$ cat config.mk
export PLATFORM = sky130hd
export DESIGN_NAME = id_ex_pipe_reg
export DESIGN_NICKNAME = d
export VERILOG_FILES = /design/src/rtl/pipeline_pkg.sv /design/src/rtl/pipe_field_reg.sv /design/src/rtl/id_ex_pipe_reg.sv
export SDC_FILE = /design/constraint.sdc
export NUM_CORES = 1
export LEC_CHECK = 0
export ABC_AREA = 1
export BUFFER_PORTS_ARGS = -buffer_cell sky130_fd_sc_hd__buf_2
export CORE_AREA = 4 4 145 147
export DETAILED_ROUTE_END_ITERATION = 16
export DIE_AREA = 0 0 149 151
export GPL_ROUTABILITY_DRIVEN = 0
export PLACE_DENSITY = 0.62
export SLEW_MARGIN = 20
export SYNTH_ARGS = -nofsm -noshare
export SYNTH_HDL_FRONTEND = slang
export SYNTH_SLANG_ARGS = --single-unit
export TNS_END_PERCENT = 5
$ cat constraint.sdc
create_clock -name clk -period 1.9 [get_ports clk]
set_clock_uncertainty 0.15 [all_clocks]
set_input_delay 0.19 -clock clk [delete_from_list [all_inputs] [get_ports clk]]
set_output_delay 0.19 -clock clk [all_outputs]
set_load 0.02 [all_outputs]
$ cat src/rtl/pipeline_pkg.sv
// Shared pipeline types for the RV32 core: writeback select encoding, the
// decoded control bundle carried between stages and the NOP control value.
package pipeline_pkg;

  localparam int CTRL_ALU_W = 3;

  typedef enum logic [1:0] {
    RES_ALU  = 2'd0,
    RES_MEM  = 2'd1,
    RES_PCP4 = 2'd2,
    RES_IMM  = 2'd3
  } result_src_e;

  typedef struct packed {
    logic                  reg_write;
    result_src_e           result_src;
    logic                  mem_write;
    logic                  jump;
    logic                  branch;
    logic [CTRL_ALU_W-1:0] alu_ctrl;
    logic                  alu_src;
  } ctrl_t;

  localparam ctrl_t                 CTRL_NOP    = '0;
  localparam logic [CTRL_ALU_W-1:0] ALUCTRL_ADD = 3'b000;

  // Strip every architecturally visible side effect from a control bundle.
  function automatic ctrl_t ctrl_kill(input ctrl_t c);
    ctrl_t k;
    k           = c;
    k.reg_write = 1'b0;
    k.mem_write = 1'b0;
    k.jump      = 1'b0;
    k.branch    = 1'b0;
    return k;
  endfunction

endpackage

$ cat src/rtl/pipe_field_reg.sv
// Generic pipeline field register: rst > clr > hold (en=0) > load.
module pipe_field_reg #(
  parameter int W = 1
) (
  input  logic         clk,
  input  logic         rst,
  input  logic         clr,
  input  logic         en,
  input  logic [W-1:0] d,
  output logic [W-1:0] q
);

  // Field state with reset, bubble clear and hold.
  always_ff @(posedge clk) begin
    if (rst) begin
      q <= {W{1'b0}};
    end else if (clr) begin
      q <= {W{1'b0}};
    end else if (en) begin
      q <= d;
    end
  end

endmodule

$ cat src/rtl/id_ex_pipe_reg.sv
// ID->EX pipeline register with stall, flush and valid tracking.
// Optional perf counters (StallCnt/BubbleCnt) enabled by ID_EX_PERF_EN.
module id_ex_pipe_reg
  import pipeline_pkg::*;
#(
  parameter int WIDTH     = 32,
  parameter int REG_AW    = 5,
  parameter int ALUCTRL_W = 3,
  parameter int CNT_W     = 32
) (
  input  logic                 clk,
  input  logic                 rst,
  input  logic                 Stall_E,
  input  logic                 Flush_E,
  input  logic                 Valid_D,
  output logic                 Valid_E,
  input  logic [WIDTH-1:0]     RD1_D,
  output logic [WIDTH-1:0]     RD1_E,
  input  logic [WIDTH-1:0]     RD2_D,
  output logic [WIDTH-1:0]     RD2_E,
  input  logic [WIDTH-1:0]     PC_D,
  output logic [WIDTH-1:0]     PC_E,
  input  logic [WIDTH-1:0]     PCP4_D,
  output logic [WIDTH-1:0]     PCP4_E,
  input  logic [WIDTH-1:0]     ImmExt_D,
  output logic [WIDTH-1:0]     ImmExt_E,
  input  logic [REG_AW-1:0]    Rs1_D,
  output logic [REG_AW-1:0]    Rs1_E,
  input  logic [REG_AW-1:0]    Rs2_D,
  output logic [REG_AW-1:0]    Rs2_E,
  input  logic [REG_AW-1:0]    Rd_D,
  output logic [REG_AW-1:0]    Rd_E,
  input  logic [2:0]           Funct3_D,
  output logic [2:0]           Funct3_E,
  input  logic                 RegWrite_D,
  output logic                 RegWrite_E,
  input  logic                 MemWrite_D,
  output logic                 MemWrite_E,
  input  logic                 Jump_D,
  output logic                 Jump_E,
  input  logic                 Branch_D,
  output logic                 Branch_E,
  input  logic                 ALUsrc_D,
  output logic                 ALUsrc_E,
  input  logic [1:0]           ResultSrc_D,
  output logic [1:0]           ResultSrc_E,
  input  logic [ALUCTRL_W-1:0] ALUctrl_D,
  output logic [ALUCTRL_W-1:0] ALUctrl_E
`ifdef ID_EX_PERF_EN
  ,
  output logic [CNT_W-1:0]     StallCnt,
  output logic [CNT_W-1:0]     BubbleCnt
`endif
);

  localparam int DATA_W = 5 * WIDTH;
  localparam int ADDR_W = 3 * REG_AW + 3;
  localparam int CTRL_W = $bits(ctrl_t);

  logic              load_en_s;
  ctrl_t             ctrl_raw_s;
  ctrl_t             ctrl_d_s;
  ctrl_t             ctrl_q_s;
  logic [DATA_W-1:0] data_q_s;
  logic [ADDR_W-1:0] addr_q_s;

  assign load_en_s = ~Stall_E;

  // Pack decoded control; an invalid slot must not carry side effects.
  always_comb begin
    ctrl_raw_s            = CTRL_NOP;
    ctrl_raw_s.reg_write  = RegWrite_D;
    ctrl_raw_s.result_src = result_src_e'(ResultSrc_D);
    ctrl_raw_s.mem_write  = MemWrite_D;
    ctrl_raw_s.jump       = Jump_D;
    ctrl_raw_s.branch     = Branch_D;
    ctrl_raw_s.alu_ctrl   = ALUctrl_D;
    ctrl_raw_s.alu_src    = ALUsrc_D;
    if (Valid_D) begin
      ctrl_d_s = ctrl_raw_s;
    end else begin
      ctrl_d_s = ctrl_kill(ctrl_raw_s);
    end
  end

  pipe_field_reg #(.W(DATA_W)) u_data (
    .clk (clk), .rst (rst), .clr (Flush_E), .en (load_en_s),
    .d   ({RD1_D, RD2_D, PC_D, PCP4_D, ImmExt_D}),
    .q   (data_q_s)
  );

  pipe_field_reg #(.W(ADDR_W)) u_addr (
    .clk (clk), .rst (rst), .clr (Flush_E), .en (load_en_s),
    .d   ({Rs1_D, Rs2_D, Rd_D, Funct3_D}),
    .q   (addr_q_s)
  );

  pipe_field_reg #(.W(CTRL_W)) u_ctrl (
    .clk (clk), .rst (rst), .clr (Flush_E), .en (load_en_s),
    .d   (ctrl_d_s),
    .q   (ctrl_q_s)
  );

  pipe_field_reg #(.W(1)) u_valid (
    .clk (clk), .rst (rst), .clr (Flush_E), .en (load_en_s),
    .d   (Valid_D),
    .q   (Valid_E)
  );

  assign {RD1_E, RD2_E, PC_E, PCP4_E, ImmExt_E} = data_q_s;
  assign {Rs1_E, Rs2_E, Rd_E, Funct3_E}         = addr_q_s;
  assign RegWrite_E  = ctrl_q_s.reg_write;
  assign ResultSrc_E = ctrl_q_s.result_src;
  assign MemWrite_E  = ctrl_q_s.mem_write;
  assign Jump_E      = ctrl_q_s.jump;
  assign Branch_E    = ctrl_q_s.branch;
  assign ALUctrl_E   = ctrl_q_s.alu_ctrl;
  assign ALUsrc_E    = ctrl_q_s.alu_src;

`ifdef ID_EX_PERF_EN
  logic [CNT_W-1:0] stall_cnt_r;
  logic [CNT_W-1:0] bubble_cnt_r;
  logic             stall_hold_s;
  logic             bubble_load_s;

  assign stall_hold_s  = Stall_E & ~Flush_E;
  assign bubble_load_s = Flush_E | (~Stall_E & ~Valid_D);

  // Saturating perf counters: held edges and bubbles entering EX.
  always_ff @(posedge clk) begin
    if (rst) begin
      stall_cnt_r  <= {CNT_W{1'b0}};
      bubble_cnt_r <= {CNT_W{1'b0}};
    end else begin
      if (stall_hold_s && (stall_cnt_r != {CNT_W{1'b1}})) begin
        stall_cnt_r <= stall_cnt_r + {{(CNT_W-1){1'b0}}, 1'b1};
      end
      if (bubble_load_s && (bubble_cnt_r != {CNT_W{1'b1}})) begin
        bubble_cnt_r <= bubble_cnt_r + {{(CNT_W-1){1'b0}}, 1'b1};
      end
    end
  end

  assign StallCnt  = stall_cnt_r;
  assign BubbleCnt = bubble_cnt_r;
`else
  localparam int unused_cnt_w = CNT_W;
`endif

endmodule

==> flow_summary.toml <==
[global_routing]
first_global_vias = 7598
global_route.usage.total = 0.2120
globalRoute.totalOverflow = 0
grt_pass1_wl_um = 38740
grt_antenna_before_repair = 0
maximum_number_of_pins_on_one_net_before_global_route_repair = 114

[detailed_routing]
route.vias.total = 7532
detail_route.first_pass.iterations = 6
drt_drc_violations_left = 0
avgViaCountPerCell = 4.562
routed_wire_length_per_instance_um = 15.26
postRouteAntennaNets = 0
route.final.wire_length_um = 25190
detail_route.iter0.violations = 204

[min_path]
worst_min_delay_path_category = "in2reg"

[placed_design]
quantity_of_i_o_buffers_inserted_on_ports = 381
placed_area_mm2 = 0.009102
dpl.cell_count = 1428
dp_hpwl_um = 15690

[clock_tree]
cts_num_sinks = 189
clockBufferDepth = 2
cts_repair_resize_count = 0
buffer_type_at_the_clock_tree_root = "sky130_fd_sc_hd__clkbuf_16"
clkSlewWorstSetupHoldPaths_ps = 70
worstSkewPairLatency_ps = 420
cts_tree = "done"
cts_inserted_buffers = 17
cts_hold_buffers = 193
htree_levels = 4
cts_setup_buffers = 0

[timing]
setup-violations-final = 0
hold_viol = 0
final_critical_path_share_of_the_clock_period = 0.7899
rsz0062_at_grt = "no"
maxSlewHeadroom = 0.6446
slew_violations = 0
fin_crit_ps = 1501
worst_slew_pin_slew_ps = 533.2
finalSetupTns_ps = 0
maximum_achievable_frequency_mhz = 666.3

[setup_path]
path_common_cell = "sky130_fd_sc_hd__dlygate4sd3_1"
timing.critical_path.slowest_cell_delay_ps = 590
critPathMaxFanout = 5
endpoint_kind = "register"
cp_data_arrival_time_ps = 1690
timing_worst_setup_path_type = "in2reg"
critPathSlowestCell = "sky130_fd_sc_hd__dlygate4sd3_1"
worst-path-buf-inv = 3
crit_chain = "dlygate4sd3_1 > buf_2 > nand3_1 > dlygate4sd3_1 > a21oi_1"
timing.critical_path.from_type = "input port"
cp.required_ps = 2090
gate_family_responsible_for_the_most_delay_along_the_worst_path = "buffers and inverters"

[power_and_ir_drop]
vdd_ir_drop_max_uv = 549.4
power_density_mw_per_mm2 = 774.5
cellLeakagePower_nw = 5.244

[die]
design.die.area_mm2 = 0.02250
initial_core_util = 0.3486
boundaryPins = 382
die-width_um = 149
design.core.area_mm2 = 0.01991
die_h_um = 151
number_of_cell_rows = 52

[final_layout]
synthToLayoutAreaGrowth_pct = 67.03
postLayoutCoreUtil = 0.5823
num_antenna_cells = 0
number_of_non_filler_instances_in_the_completed_layout = 1651
post_route_cells_drive_above_1_share = 0.3845
nNetsFinal = 1563
final_area_mm2 = 0.01159
fillerInstances = 1718

[synth]
seq_total_area_yosys = 0.5452
synth.cell_area_mm2 = 0.006940
yosys.area_share.adder = 0
synth_fp_nets = 1013
avgSynthCellArea_um2 = 8.464
ys_ff_latch = 189
synth_cells = 820
dominant_combinational_cell_family_by_area_after_synthesis = "simple AND/OR/NAND/NOR gates"
synth.yosys.warnings = 0
share_of_the_synthesized_area_in_compound_gates_ao_oa_aoi_oai = 0.1904
netlist-cell-type-count = 11
synthSimpleGateAreaFrac = 0.2061
muxShareOfSynthArea = 0
post_synth_xor_area_fraction = 0

[flow_run]
maxCapViolations = 0

[outcome]
run_status = "finished clean"
[cells in the mapped netlist]
cell type | count | area (um^2)
sky130_fd_sc_hd__nand2_1 | 374 | 1404
sky130_fd_sc_hd__dfxtp_1 | 189 | 3784
sky130_fd_sc_hd__a21oi_2 | 100 | 875.8
sky130_fd_sc_hd__a21oi_1 | 89 | 445.4
sky130_fd_sc_hd__buf_2 | 28 | 140.1
sky130_fd_sc_hd__buf_6 | 15 | 168.9
sky130_fd_sc_hd__clkbuf_1 | 14 | 52.55
sky130_fd_sc_hd__buf_4 | 5 | 37.54
sky130_fd_sc_hd__nand3_1 | 4 | 20.02
sky130_fd_sc_hd__inv_4 | 1 | 6.260
sky130_fd_sc_hd__or2_1 | 1 | 6.260
[report_power, final]
part | total (mW) | internal [mW] | switching (mW)
clock | 3.48 | 1.84 | 1.64
sequential | 4.15 | 4.08 | 0.0631
combinational | 1.35 | 0.653 | 0.699
[worst register-to-register path, stage by stage (launching register included)]
cell and delay, ps:
sky130_fd_sc_hd__dfxtp_1 360, sky130_fd_sc_hd__nand2_1 60, sky130_fd_sc_hd__a21oi_1 220
[registers in the layout, summed over array words and instances, names as in the netlist]
name	cells
u_valid.q	1
u_data.q	160
u_ctrl.q	10
u_addr.q	18
[layout by cell type, fill, tap and decap left out, types with 5 or more instances in the layout]
| master | count |
|---|---|
| sky130_fd_sc_hd__buf_2 | 380 |
| sky130_fd_sc_hd__buf_12 | 13 |
| sky130_fd_sc_hd__buf_4 | 6 |
| sky130_fd_sc_hd__dfxtp_1 | 189 |
| sky130_fd_sc_hd__inv_6 | 5 |
| sky130_fd_sc_hd__a21oi_2 | 100 |
| sky130_fd_sc_hd__dlygate4sd3_1 | 193 |
| sky130_fd_sc_hd__clkbuf_16 | 17 |
| sky130_fd_sc_hd__a21oi_1 | 89 |
| sky130_fd_sc_hd__nand2_1 | 374 |
[through the flow]
stage / setup slack [ps] / total power, mW / hold WS [ps]
final: 399.2 / 8.978 / 70.51
after global routing: 342.9 / 9.339 / 81.38
after CTS: 511.7 / 9.048 / 45.59
after detailed placement: 455.9 / 5.255 / 292.8
after global placement: 446.1 / 5.250 / 287.4
after floorplan: 773.9 / 4.812 / 180.3
[worst paths after layout]
check	start	to	slack (ps)	depth (start not counted)
setup / recovery	Valid_D	u_ctrl.q[9]	400	5
hold / removal	Stall_E	u_data.q[19]	70	4
setup reg to reg	u_data.q[18]	u_data.q[18]	1020	2
hold reg to reg	u_data.q[157]	u_data.q[157]	310	2
[routing by layer]
| metal | vias to the layer above | GRT usage | wire length [um] | part of all wire |
|---|---|---|---|---|
| li1 | 3724 | - | - | - |
| met3 | 52 | 0.06284 | 2101 | 0.083 |
| met5 | - | 0 | 0 | 0 |
| met2 | 326 | 0.3650 | 12240 | 0.49 |
| met4 | 0 | 0.08604 | 812 | 0.032 |
| met1 | 3430 | 0.2475 | 10030 | 0.40 |
[logic make-up (layout without fill, tap and decap cells)]
logic type	after synthesis	after routing
compound gates	189	189
flops	189	189
simple gates	379	379
buf+inv	63	624
[layout make-up]
cell class / instances / area (um^2) / area share
timing repair buffer: 593 / 4150 / 0.3580
sequential: 189 / 3784 / 0.3264
multi-input combinational: 568 / 2754 / 0.2376
clock buffer: 18 / 429.2 / 0.03702
tap: 270 / 337.8 / 0.02914
clock inverter: 12 / 128.9 / 0.01112
inverter: 1 / 8.758 / 0.0007555
Power figures use the tool's default switching activity.
